[config.mk]
export PLATFORM = sky130hd
export DESIGN_NAME = fractal_sync_cnt_local_rf
export DESIGN_NICKNAME = d
export VERILOG_FILES = /design/src/rtl/fractal_sync_cnt_local_rf.sv
export SDC_FILE = /design/constraint.sdc
export NUM_CORES = 1
export LEC_CHECK = 0
export ABC_CLOCK_PERIOD_IN_PS = 6800
export BUFFER_PORTS_ARGS = -buffer_cell sky130_fd_sc_hd__buf_2
export CAP_MARGIN = 20
export CELL_PAD_IN_SITES_DETAIL_PLACEMENT = 0
export CELL_PAD_IN_SITES_GLOBAL_PLACEMENT = 2
export CORE_ASPECT_RATIO = 0.75
export CORE_MARGIN = 4
export CORE_UTILIZATION = 37
export DETAILED_ROUTE_END_ITERATION = 7
export GPL_TIMING_DRIVEN = 0
export PLACE_DENSITY_LB_ADDON = 0.1
export SLEW_MARGIN = 40
export SYNTH_ARGS = -nofsm -noshare
export SYNTH_HDL_FRONTEND = slang
export SYNTH_SLANG_ARGS = --single-unit
export TNS_END_PERCENT = 20
[constraint.sdc]
create_clock -name clk_i -period 6.8 [get_ports clk_i]
set_clock_uncertainty 0.2 [all_clocks]
set_input_delay 1.36 -clock clk_i [delete_from_list [all_inputs] [get_ports clk_i]]
set_output_delay 1.36 -clock clk_i [all_outputs]
set_load 0.01 [all_outputs]
[src/rtl/fractal_sync_cnt_local_rf.sv]
// Counting local sync register file: per-ID weighted arrival counter plus waiter mask.
// Releases all participants once the accumulated weight reaches N_ARRIVALS.
module fractal_sync_cnt_local_rf #(
  parameter int unsigned N_REGS     = 4,
  parameter int unsigned ID_WIDTH   = 2,
  parameter int unsigned N_PORTS    = 4,
  parameter int unsigned CNT_WIDTH  = 3,
  parameter int unsigned N_ARRIVALS = 4
) (
  input  logic                 clk_i,
  input  logic                 rst_ni,
  input  logic                 req_valid_i [N_PORTS],
  input  logic [ID_WIDTH-1:0]  req_id_i    [N_PORTS],
  input  logic [CNT_WIDTH-1:0] req_cnt_i   [N_PORTS],
  output logic                 req_ready_o [N_PORTS],
  output logic                 rsp_valid_o [N_PORTS],
  output logic [ID_WIDTH-1:0]  rsp_id_o    [N_PORTS],
  output logic                 rsp_err_o   [N_PORTS]
);

  if ((1 << ID_WIDTH) < N_REGS) begin : g_chk_id
    $fatal(1, "ID_WIDTH too narrow for N_REGS");
  end
  if (((1 << CNT_WIDTH) - 1) < N_ARRIVALS) begin : g_chk_cnt
    $fatal(1, "CNT_WIDTH too narrow for N_ARRIVALS");
  end
  if (N_ARRIVALS < 1) begin : g_chk_arr
    $fatal(1, "N_ARRIVALS must be at least 1");
  end

  // Wide enough for a full counter plus every port's maximum weight.
  localparam int unsigned SUM_W = CNT_WIDTH + $clog2(N_PORTS) + 1;

  typedef enum logic {
    IDLE = 1'b0,
    WAIT = 1'b1
  } state_t;

  state_t                 state_q   [N_PORTS];
  state_t                 state_d   [N_PORTS];
  logic [CNT_WIDTH-1:0]   cnt_q     [N_REGS];
  logic [CNT_WIDTH-1:0]   cnt_d     [N_REGS];
  logic [N_PORTS-1:0]     mask_q    [N_REGS];
  logic [N_PORTS-1:0]     mask_d    [N_REGS];
  logic [SUM_W-1:0]       sum       [N_REGS];
  logic [N_PORTS-1:0]     arrive    [N_REGS];
  logic [N_REGS-1:0]      done;
  logic [N_REGS-1:0]      over;
  logic [N_PORTS-1:0]     bad;
  logic [N_PORTS-1:0]     good;
  logic                   rsp_valid_q [N_PORTS];
  logic                   rsp_valid_d [N_PORTS];
  logic [ID_WIDTH-1:0]    rsp_id_q    [N_PORTS];
  logic [ID_WIDTH-1:0]    rsp_id_d    [N_PORTS];
  logic                   rsp_err_q   [N_PORTS];
  logic                   rsp_err_d   [N_PORTS];
  logic                   inv_ok;

  always_comb begin
    for (int unsigned p = 0; p < N_PORTS; p++) begin
      req_ready_o[p] = (state_q[p] == IDLE);
      rsp_valid_o[p] = rsp_valid_q[p];
      rsp_id_o[p]    = rsp_id_q[p];
      rsp_err_o[p]   = rsp_err_q[p];
    end
  end

  // Classify accepted requests; errors never reach the counters.
  always_comb begin
    bad  = '0;
    good = '0;
    for (int unsigned p = 0; p < N_PORTS; p++) begin
      if (req_valid_i[p] && (state_q[p] == IDLE)) begin
        if ((32'(req_id_i[p]) >= N_REGS) || (req_cnt_i[p] == '0)) begin
          bad[p] = 1'b1;
        end else begin
          good[p] = 1'b1;
        end
      end
    end
  end

  // Same-cycle arrivals on one ID are merged into a single sum.
  always_comb begin
    done = '0;
    over = '0;
    for (int unsigned k = 0; k < N_REGS; k++) begin
      sum[k]    = SUM_W'(cnt_q[k]);
      arrive[k] = '0;
      for (int unsigned p = 0; p < N_PORTS; p++) begin
        if (good[p] && (req_id_i[p] == ID_WIDTH'(k))) begin
          arrive[k][p] = 1'b1;
          sum[k]       = sum[k] + SUM_W'(req_cnt_i[p]);
        end
      end
      done[k] = (sum[k] >= SUM_W'(N_ARRIVALS));
      over[k] = (sum[k] >  SUM_W'(N_ARRIVALS));
      if (done[k]) begin
        cnt_d[k]  = '0;
        mask_d[k] = '0;
      end else begin
        cnt_d[k]  = CNT_WIDTH'(sum[k]);
        mask_d[k] = mask_q[k] | arrive[k];
      end
    end
  end

  always_comb begin
    for (int unsigned p = 0; p < N_PORTS; p++) begin
      state_d[p]     = state_q[p];
      rsp_valid_d[p] = 1'b0;
      rsp_id_d[p]    = rsp_id_q[p];
      rsp_err_d[p]   = 1'b0;
      if (bad[p]) begin
        rsp_valid_d[p] = 1'b1;
        rsp_err_d[p]   = 1'b1;
        rsp_id_d[p]    = req_id_i[p];
      end
      for (int unsigned k = 0; k < N_REGS; k++) begin
        if (done[k] && (mask_q[k][p] || arrive[k][p])) begin
          rsp_valid_d[p] = 1'b1;
          rsp_err_d[p]   = over[k];
          rsp_id_d[p]    = ID_WIDTH'(k);
          state_d[p]     = IDLE;
        end else if (arrive[k][p]) begin
          state_d[p] = WAIT;
        end
      end
    end
  end

  always_ff @(posedge clk_i or negedge rst_ni) begin
    if (!rst_ni) begin
      for (int unsigned p = 0; p < N_PORTS; p++) begin
        state_q[p]     <= IDLE;
        rsp_valid_q[p] <= 1'b0;
        rsp_id_q[p]    <= '0;
        rsp_err_q[p]   <= 1'b0;
      end
      for (int unsigned k = 0; k < N_REGS; k++) begin
        cnt_q[k]  <= '0;
        mask_q[k] <= '0;
      end
    end else begin
      for (int unsigned p = 0; p < N_PORTS; p++) begin
        state_q[p]     <= state_d[p];
        rsp_valid_q[p] <= rsp_valid_d[p];
        rsp_id_q[p]    <= rsp_id_d[p];
        rsp_err_q[p]   <= rsp_err_d[p];
      end
      for (int unsigned k = 0; k < N_REGS; k++) begin
        cnt_q[k]  <= cnt_d[k];
        mask_q[k] <= mask_d[k];
      end
    end
  end

  // Structural invariants between masks, port states and counters.
  always_comb begin
    int unsigned hits;
    inv_ok = 1'b1;
    hits   = 0;
    for (int unsigned p = 0; p < N_PORTS; p++) begin
      hits = 0;
      for (int unsigned k = 0; k < N_REGS; k++) begin
        if (mask_q[k][p]) hits = hits + 1;
      end
      if (hits > 1) inv_ok = 1'b0;
      if ((hits != 0) != (state_q[p] == WAIT)) inv_ok = 1'b0;
    end
    for (int unsigned k = 0; k < N_REGS; k++) begin
      if ((cnt_q[k] == '0) != (mask_q[k] == '0)) inv_ok = 1'b0;
    end
  end

  assert property (@(posedge clk_i) disable iff (!rst_ni) inv_ok);

endmodule

# Yosys cells after proc, flatten, opt, wreduce, memory -nomap -nowiden

Index checks and enable logic that the tools add are counted.
Widths: inputs -> output; s select.

Order comparisons: 8
Equal/unequal tests: 12
Reductions and logical operators: 68
Bitwise operators: 8
Mux-type cells: 144
Add/subtract/negate cells: 16

Operators with widths:

| operator           | count |
|---|---|
| $mux 1             | 100 |
| $add 6x3->6        | 12 |
| $mux 6             | 12 |
| $mux 2             | 20 |
| $logic_and 1x1->1  | 36 |
| $mux 4             | 8 |
| $reduce_bool 8->1  | 4 |
| $ge 6x3->1 const B | 4 |
| $gt 6x3->1 const B | 4 |
| $reduce_bool 5->1  | 4 |
| $add 3x3->4        | 4 |
| $eq 2x2->1 const B | 8 |
| $logic_or 1x1->1   | 16 |
| $or 4x4->4         | 4 |
| $logic_not 3->1    | 4 |
| $mux 3             | 4 |
| $eq 2x1->1 const B | 4 |
| $logic_not 2->1    | 4 |
| $not 1->1          | 4 |

Register bits: 48
Input bits: 26
Output and inout bits: 20
Word-level logic and storage cells: 280

# Depth between registers and ports, before layout

Depth after elaboration: 20
Depth in mapped cells: 26
Gate-level depth less buffers: 25

# Least setup slack after synthesis

No wires, ideal clock.

Path kind: input-to-reg
Start point: input req_id_i[7] (netlist bit)
End point: register rsp_err_q, in the netlist rsp_err_o[2]
Cell stages on the path: 19
Setup slack: -0.046 ns
Path buffers: 1
Arrival time: 6.523 ns
Data required time: 6.477 ns
Library setup time: 0.123 ns
Cell sequence: clkbuf_1 nand2_1 nor3_1 mux2_2 ha_1 inv_1 fa_1 mux2i_1 fa_1 mux2_2 fa_1 or3_1 nor3_1 a41oi_1 a211oi_1 o21ai_0 o21a_1 or3_1 o221a_2

RTL lines:

| element                        | RTL line | text |
|---|---|---|
| start: declaration             | 13       | `input logic [ID_WIDTH-1:0] req_id_i [N_PORTS],` |
| end signal: indexed assignment | 149      | `rsp_err_q[p] <= rsp_err_d[p];` |
| end: declaration               | 55       | `logic rsp_err_q [N_PORTS];` |

# Worst setup path after layout

Start point: input req_cnt_i[10] (netlist bit)
End point: register state_q[1] (netlist bit)

Cells in the longest elaborated chain, start to end: 20
Elaborated cells on any way between the ends: 55
Classes of those cells: add/sub (16); order compare (4); mux (25); reduce/logical (10)

Ends and longest elaborated chain:

| element                        | RTL line | text |
|---|---|---|
| start: declaration             | 14       | `input logic [CNT_WIDTH-1:0] req_cnt_i [N_PORTS],` |
| $logic_not 3->1                | 74       | `if ((32'(req_id_i[p]) >= N_REGS) \|\| (req_cnt_i[p] == '0)) begin` |
| $mux 1                         | 74       |  |
| $mux 1                         | 73       | `if (req_valid_i[p] && (state_q[p] == IDLE)) begin` |
| $logic_and 1x1->1              | 91       | `if (good[p] && (req_id_i[p] == ID_WIDTH'(k))) begin` |
| $mux 4                         | 91       |  |
| $add 6x3->6                    | 93       | `sum[k] = sum[k] + SUM_W'(req_cnt_i[p]);` |
| $mux 6                         | 91       |  |
| $add 6x3->6                    | 93       |  |
| [... 4 more ...]               | n/a      |  |
| $logic_and 1x1->1              | 120      | `if (done[k] && (mask_q[k][p] \|\| arrive[k][p])) begin` |
| $mux 1                         | 120      |  |
| $mux 1                         | 125      | `end else if (arrive[k][p]) begin` |
| $mux 1                         | 120      |  |
| $mux 1                         | 125      |  |
| $mux 1                         | 120      |  |
| $mux 1                         | 125      |  |
| $mux 1                         | 120      |  |
| end signal: indexed assignment | 146      | `state_q[p] <= state_d[p];` |
| end: declaration               | 39       | `state_t state_q [N_PORTS];` |

Several ways; a longest one is shown, not always the timed one.
A chain may end at the register's enable or synchronous reset.

==> impl_results.rst <==
.. list-table::
   :header-rows: 1

   * - Metric
     - Value
   * - Run status
     - complete, no violations
   * - Post-layout utilization of the core
     - 47.08%
   * - Total count of hold-check failures in the final report
     - 0
   * - DRT antenna net count
     - 0
   * - Total setup violations reported at the end of the flow
     - 0
   * - Number of buffer cells added on primary ports
     - 44
   * - Root buf cell
     - sky130_fd_sc_hd__clkbuf_16
   * - Post-detailed-route wirelength per cell
     - 20.43 um
   * - Drt via density
     - ~5.8
   * - Required time of the critical path
     - about 6.8 ns
   * - Met3 routing resource usage after global routing
     - between 3 and 4%
   * - Post-route clock period utilization
     - 97.98%
   * - Worst-Margin Slew
     - a little under 0.9 ns
   * - Final GP Congestion
     - about 0.86
   * - Maximum number of pins on one net before global-route repair
     - 49
   * - Total GRT Usage
     - 22.04%
   * - CP Data Arrival Time
     - 6.65 ns
   * - Rows
     - 37
   * - Peak VDD IR
     - just over 0.1 mV
   * - Most instantiated flip-flop cell in the synthesis netlist
     - sky130_fd_sc_hd__dfrtp_1
   * - Met1 track demand over resource
     - approximately a third
   * - Placeable core area
     - 13700 um2
   * - Via total after detailed routing
     - 5026
   * - Met2 Resource Use GR
     - 32.95%
   * - Number of enable-type register cells in the synthesized netlist
     - 0
   * - Fraction of layout cells with a size suffix above 1
     - between 20% and 30%
   * - Class of the most critical setup path
     - primary input to flip-flop
   * - Unrepaired setup endpoints after global routing
     - yes
   * - TritonCTS Buffers
     - 5
   * - Post-Synthesis Cell Area
     - 5179 um2
   * - Cell Area, Placed
     - 5673 um2
   * - Syn. warnings
     - 0
   * - Synthesis-to-finish area growth
     - 24.57%
   * - Critical path peak fanout
     - 10
   * - Power density relative to cell area
     - 261.8 nW/um2
   * - Max-cap viol count
     - 0
   * - Synthesized instance count
     - between 600 and 700
   * - Antenna Cells
     - 0
   * - Width of the die
     - 144.6 um
   * - IO Count
     - 46
   * - Clock tree from TritonCTS
     - done
   * - Count of state elements after synthesis
     - 48
   * - Total length of routed wires
     - 17650 um
   * - Highest-utilization routing layer at the global route stage
     - met1
   * - Overall die area
     - 15970 um2
   * - Share of async-settable or async-resettable flops after synthesis
     - 100.0%
   * - Hold Crit Class
     - flip-flop to flip-flop
   * - Share of synthesized area occupied by flip-flops and latches
     - 23.19%
   * - Remaining Overflow, GRT
     - 0
   * - HPWL after detailed placement
     - 13550 um
   * - TritonRoute pass-1 iters
     - 6
   * - Vias in the first global route
     - 4863
   * - Fin area
     - between 6000 and 7000 um2
   * - Number of pins exceeding their max-slew limit in the final report
     - 0
   * - Static Leakage
     - 2.990 nW
   * - Initial core utilization
     - 37.79%
   * - Final net count
     - approximately 780
   * - Endpoint class of the critical path
     - flip-flop
   * - H-tree level count
     - 2
   * - Initial antenna violation count
     - 0
   * - Buffers from clock root to sink, at most
     - 2
   * - Fill cell total of the finished layout
     - 1338
   * - Hold-fix buffers at CTS
     - 0
   * - Mean instance size in the synthesized netlist
     - between 8 and 9 um2
   * - Height of the die
     - 110.5 um
   * - First-pass GRT wire length
     - 27230 um
   * - # DRC
     - 0
   * - Post-layout min period
     - 6.663 ns
   * - Synth cell types
     - 76
   * - CTS sink cnt
     - 48
   * - Highest Clock Rate
     - around 150 MHz
   * - Clock slew seen by the registers of the worst setup and hold paths
     - 0.07 ns
   * - Iter 0 DRT Violations
     - 285
   * - Final-layout setup total negative slack
     - 0 ns
   * - Worst max-slew margin expressed relative to the limit
     - 40.20%
   * - Worst skew pair latency
     - 0.30 ns
   * - Worst setup SP type
     - primary input
## synth_stat cells, types with 3 or more instances
cell	count	share of area (%)
sky130_fd_sc_hd__nor2_1	72	5.2
sky130_fd_sc_hd__mux2i_1	17	3.3
sky130_fd_sc_hd__nor2b_1	10	1.2
sky130_fd_sc_hd__nand3_1	16	1.5
sky130_fd_sc_hd__and2_1	9	1.1
sky130_fd_sc_hd__nor3_1	23	2.2
sky130_fd_sc_hd__nand4bb_1	4	0.87
sky130_fd_sc_hd__nand4_1	3	0.36
sky130_fd_sc_hd__a21oi_1	32	3.1
sky130_fd_sc_hd__a21o_1	14	2.0
sky130_fd_sc_hd__nor4_1	5	0.60
sky130_fd_sc_hd__o211ai_1	5	0.72
sky130_fd_sc_hd__xnor2_1	8	1.4
sky130_fd_sc_hd__a41oi_1	3	0.51
sky130_fd_sc_hd__inv_1	34	2.5
sky130_fd_sc_hd__o21a_1	4	0.58
sky130_fd_sc_hd__and3_1	5	0.60
sky130_fd_sc_hd__nor4bb_1	3	0.58
sky130_fd_sc_hd__ha_1	52	13
sky130_fd_sc_hd__o21ai_0	37	3.6
sky130_fd_sc_hd__a31oi_1	4	0.48
sky130_fd_sc_hd__nand4b_1	4	0.68
sky130_fd_sc_hd__dfrtp_1	48	23
sky130_fd_sc_hd__nand2_1	46	3.3
sky130_fd_sc_hd__mux2_2	12	2.6
sky130_fd_sc_hd__a211o_1	5	0.85
sky130_fd_sc_hd__and4_1	3	0.51
sky130_fd_sc_hd__a211oi_1	5	0.72
sky130_fd_sc_hd__xor2_1	8	1.4
sky130_fd_sc_hd__o22ai_1	7	0.85
sky130_fd_sc_hd__a221o_1	3	0.58
sky130_fd_sc_hd__clkbuf_1	12	0.87
sky130_fd_sc_hd__nand2b_1	11	1.3
sky130_fd_sc_hd__or3_1	10	1.2
sky130_fd_sc_hd__a221oi_1	4	0.68
sky130_fd_sc_hd__fa_1	16	6.2
## kinds of logic (layout without fill, tap and decap cells)
logic type | count (synthesis) | after routing | synth area share (%)
xor+xnor | 16 | 16 | 2.706
mux | 29 | 29 | 5.895
fa+ha+maj | 68 | 68 | 18.75
buf+inv | 48 | 124 | 3.576
simple gates | 246 | 246 | 25.30
compound gates | 154 | 154 | 20.51
other cells | 1 | 4 | 0.07241
flops | 48 | 48 | 23.19
## sequential cells by signal, indices dropped and copies added, names as in the netlist
signal,cells
state_q,4
rsp_valid_o,4
rsp_err_o,4
mask_q,16
cnt_q,12
rsp_id_o,8
## cell type report
cell class	instances	area (um2)	share of cell area [%]
multi-input cells	517	4168	64.60
clock inverters	3	68.82	1.067
clock buffers	5	125.1	1.939
plain buffers	13	86.33	1.338
inverters	34	127.6	1.978
well taps	175	219.0	3.394
flip-flops and latches	48	1201	18.62
repair buffers	69	455.4	7.060
## worst max-delay path: stages
cell and delay, ns:
sky130_fd_sc_hd__buf_8 0.13, sky130_fd_sc_hd__or3_4 0.39, sky130_fd_sc_hd__buf_8 0.14, sky130_fd_sc_hd__nand4b_1 0.24
sky130_fd_sc_hd__mux2_4 0.36, sky130_fd_sc_hd__ha_4 0.17, sky130_fd_sc_hd__inv_2 0.05, sky130_fd_sc_hd__fa_1 0.44
sky130_fd_sc_hd__mux2i_4 0.21, sky130_fd_sc_hd__fa_1 0.44, sky130_fd_sc_hd__mux2_4 0.31, sky130_fd_sc_hd__ha_4 0.27
sky130_fd_sc_hd__a21o_1 0.14, sky130_fd_sc_hd__nand2_2 0.07, sky130_fd_sc_hd__nor4_4 0.33, sky130_fd_sc_hd__a222oi_1 0.16
sky130_fd_sc_hd__a211o_1 0.36, sky130_fd_sc_hd__a21bo_4 0.29, sky130_fd_sc_hd__a22o_1 0.23, sky130_fd_sc_hd__a221o_1 0.29
sky130_fd_sc_hd__o221a_2 0.23
## power breakdown
part / total, mW / internal [mW] / switching (mW)
sequential: 0.407 / 0.357 / 0.0495
clock: 0.340 / 0.213 / 0.127
combinational: 0.942 / 0.405 / 0.537
## repair_timing
action / CTS / global route
hold endpoints to repair: 0 / 0
setup endpoints to repair: 34 / 20
buffers inserted: 9 / 15
gates cloned: 0 / 0
pin swaps: 7 / 24
resized for setup: 37 / 58
## final timing paths
| kind | from | end | slack [ns] | depth (start not counted) |
|---|---|---|---|---|
| min in group asynchronous | rst_ni | state_q[3] | 0.90 | 1 |
| worst max-delay path | req_cnt_i[10] | state_q[1] | 0.14 | 21 |
| max in group asynchronous | rst_ni | cnt_q[2] | 5.03 | 1 |
| worst min register to register | mask_q[3] | mask_q[3] | 0.31 | 2 |
| worst max register to register | state_q[3] | rsp_err_o[2] | 0.84 | 19 |
| worst min-delay path | mask_q[3] | mask_q[3] | 0.31 | 2 |
## metal layers
layer | wire, um | vias up | share of wire, %
met3 | 792 | 12 | 4.5
met5 | 0 | - | 0
li1 | - | 2422 | -
met2 | 7967 | 149 | 45
met1 | 8646 | 2443 | 49
met4 | 246 | 0 | 1.4
## per-stage QoR
stage | hold WS, ns | power (mW) | std cells | setup slack [ns]
global route | 0.3380 | 1.815 | 864 | -0.05112
detailed placement | 0.2929 | 1.221 | 833 | -1.334
finish | 0.3104 | 1.689 | 864 | 0.1375
floorplan | 0.2609 | 0.9549 | 613 | 0.03807
global placement | 0.2762 | 1.205 | 832 | -1.478
CTS | 0.3088 | 1.615 | 849 | -0.02571
## cells in the final DEF (no fill, tap or decap), types with 4 or more instances in the layout
master	netlist	routed
sky130_fd_sc_hd__buf_2	1	41
sky130_fd_sc_hd__xnor2_1	8	8
sky130_fd_sc_hd__clkbuf_16	0	5
sky130_fd_sc_hd__nand2b_1	11	11
sky130_fd_sc_hd__buf_4	1	24
sky130_fd_sc_hd__o22ai_1	7	7
sky130_fd_sc_hd__and2_1	9	8
sky130_fd_sc_hd__nor2b_1	10	10
sky130_fd_sc_hd__nor3_1	23	17
sky130_fd_sc_hd__a21oi_2	0	4
sky130_fd_sc_hd__buf_6	0	4
sky130_fd_sc_hd__mux2_2	12	10
sky130_fd_sc_hd__nand2_1	46	45
sky130_fd_sc_hd__mux2i_1	17	13
sky130_fd_sc_hd__o21ai_1	0	4
sky130_fd_sc_hd__ha_1	52	47
sky130_fd_sc_hd__a21o_1	14	14
sky130_fd_sc_hd__a211oi_1	5	4
sky130_fd_sc_hd__inv_1	34	33
sky130_fd_sc_hd__fa_1	16	15
sky130_fd_sc_hd__nor2_1	72	69
sky130_fd_sc_hd__or3_1	10	8
sky130_fd_sc_hd__nand4bb_1	4	4
sky130_fd_sc_hd__ha_4	0	4
sky130_fd_sc_hd__clkbuf_1	12	7
sky130_fd_sc_hd__dfrtp_1	48	48
sky130_fd_sc_hd__o211ai_1	5	5
sky130_fd_sc_hd__o21ai_0	37	28
sky130_fd_sc_hd__o21ai_2	0	4
sky130_fd_sc_hd__nand3_1	16	16
sky130_fd_sc_hd__conb_1	1	4
sky130_fd_sc_hd__nand4b_1	4	4
sky130_fd_sc_hd__xor2_1	8	8
sky130_fd_sc_hd__and3_1	5	5
sky130_fd_sc_hd__a21oi_1	32	28
sky130_fd_sc_hd__a211o_1	5	5
sky130_fd_sc_hd__nor3_2	1	4
sky130_fd_sc_hd__nor2_2	1	4
Note: power is estimated with default switching activity, not from simulation.
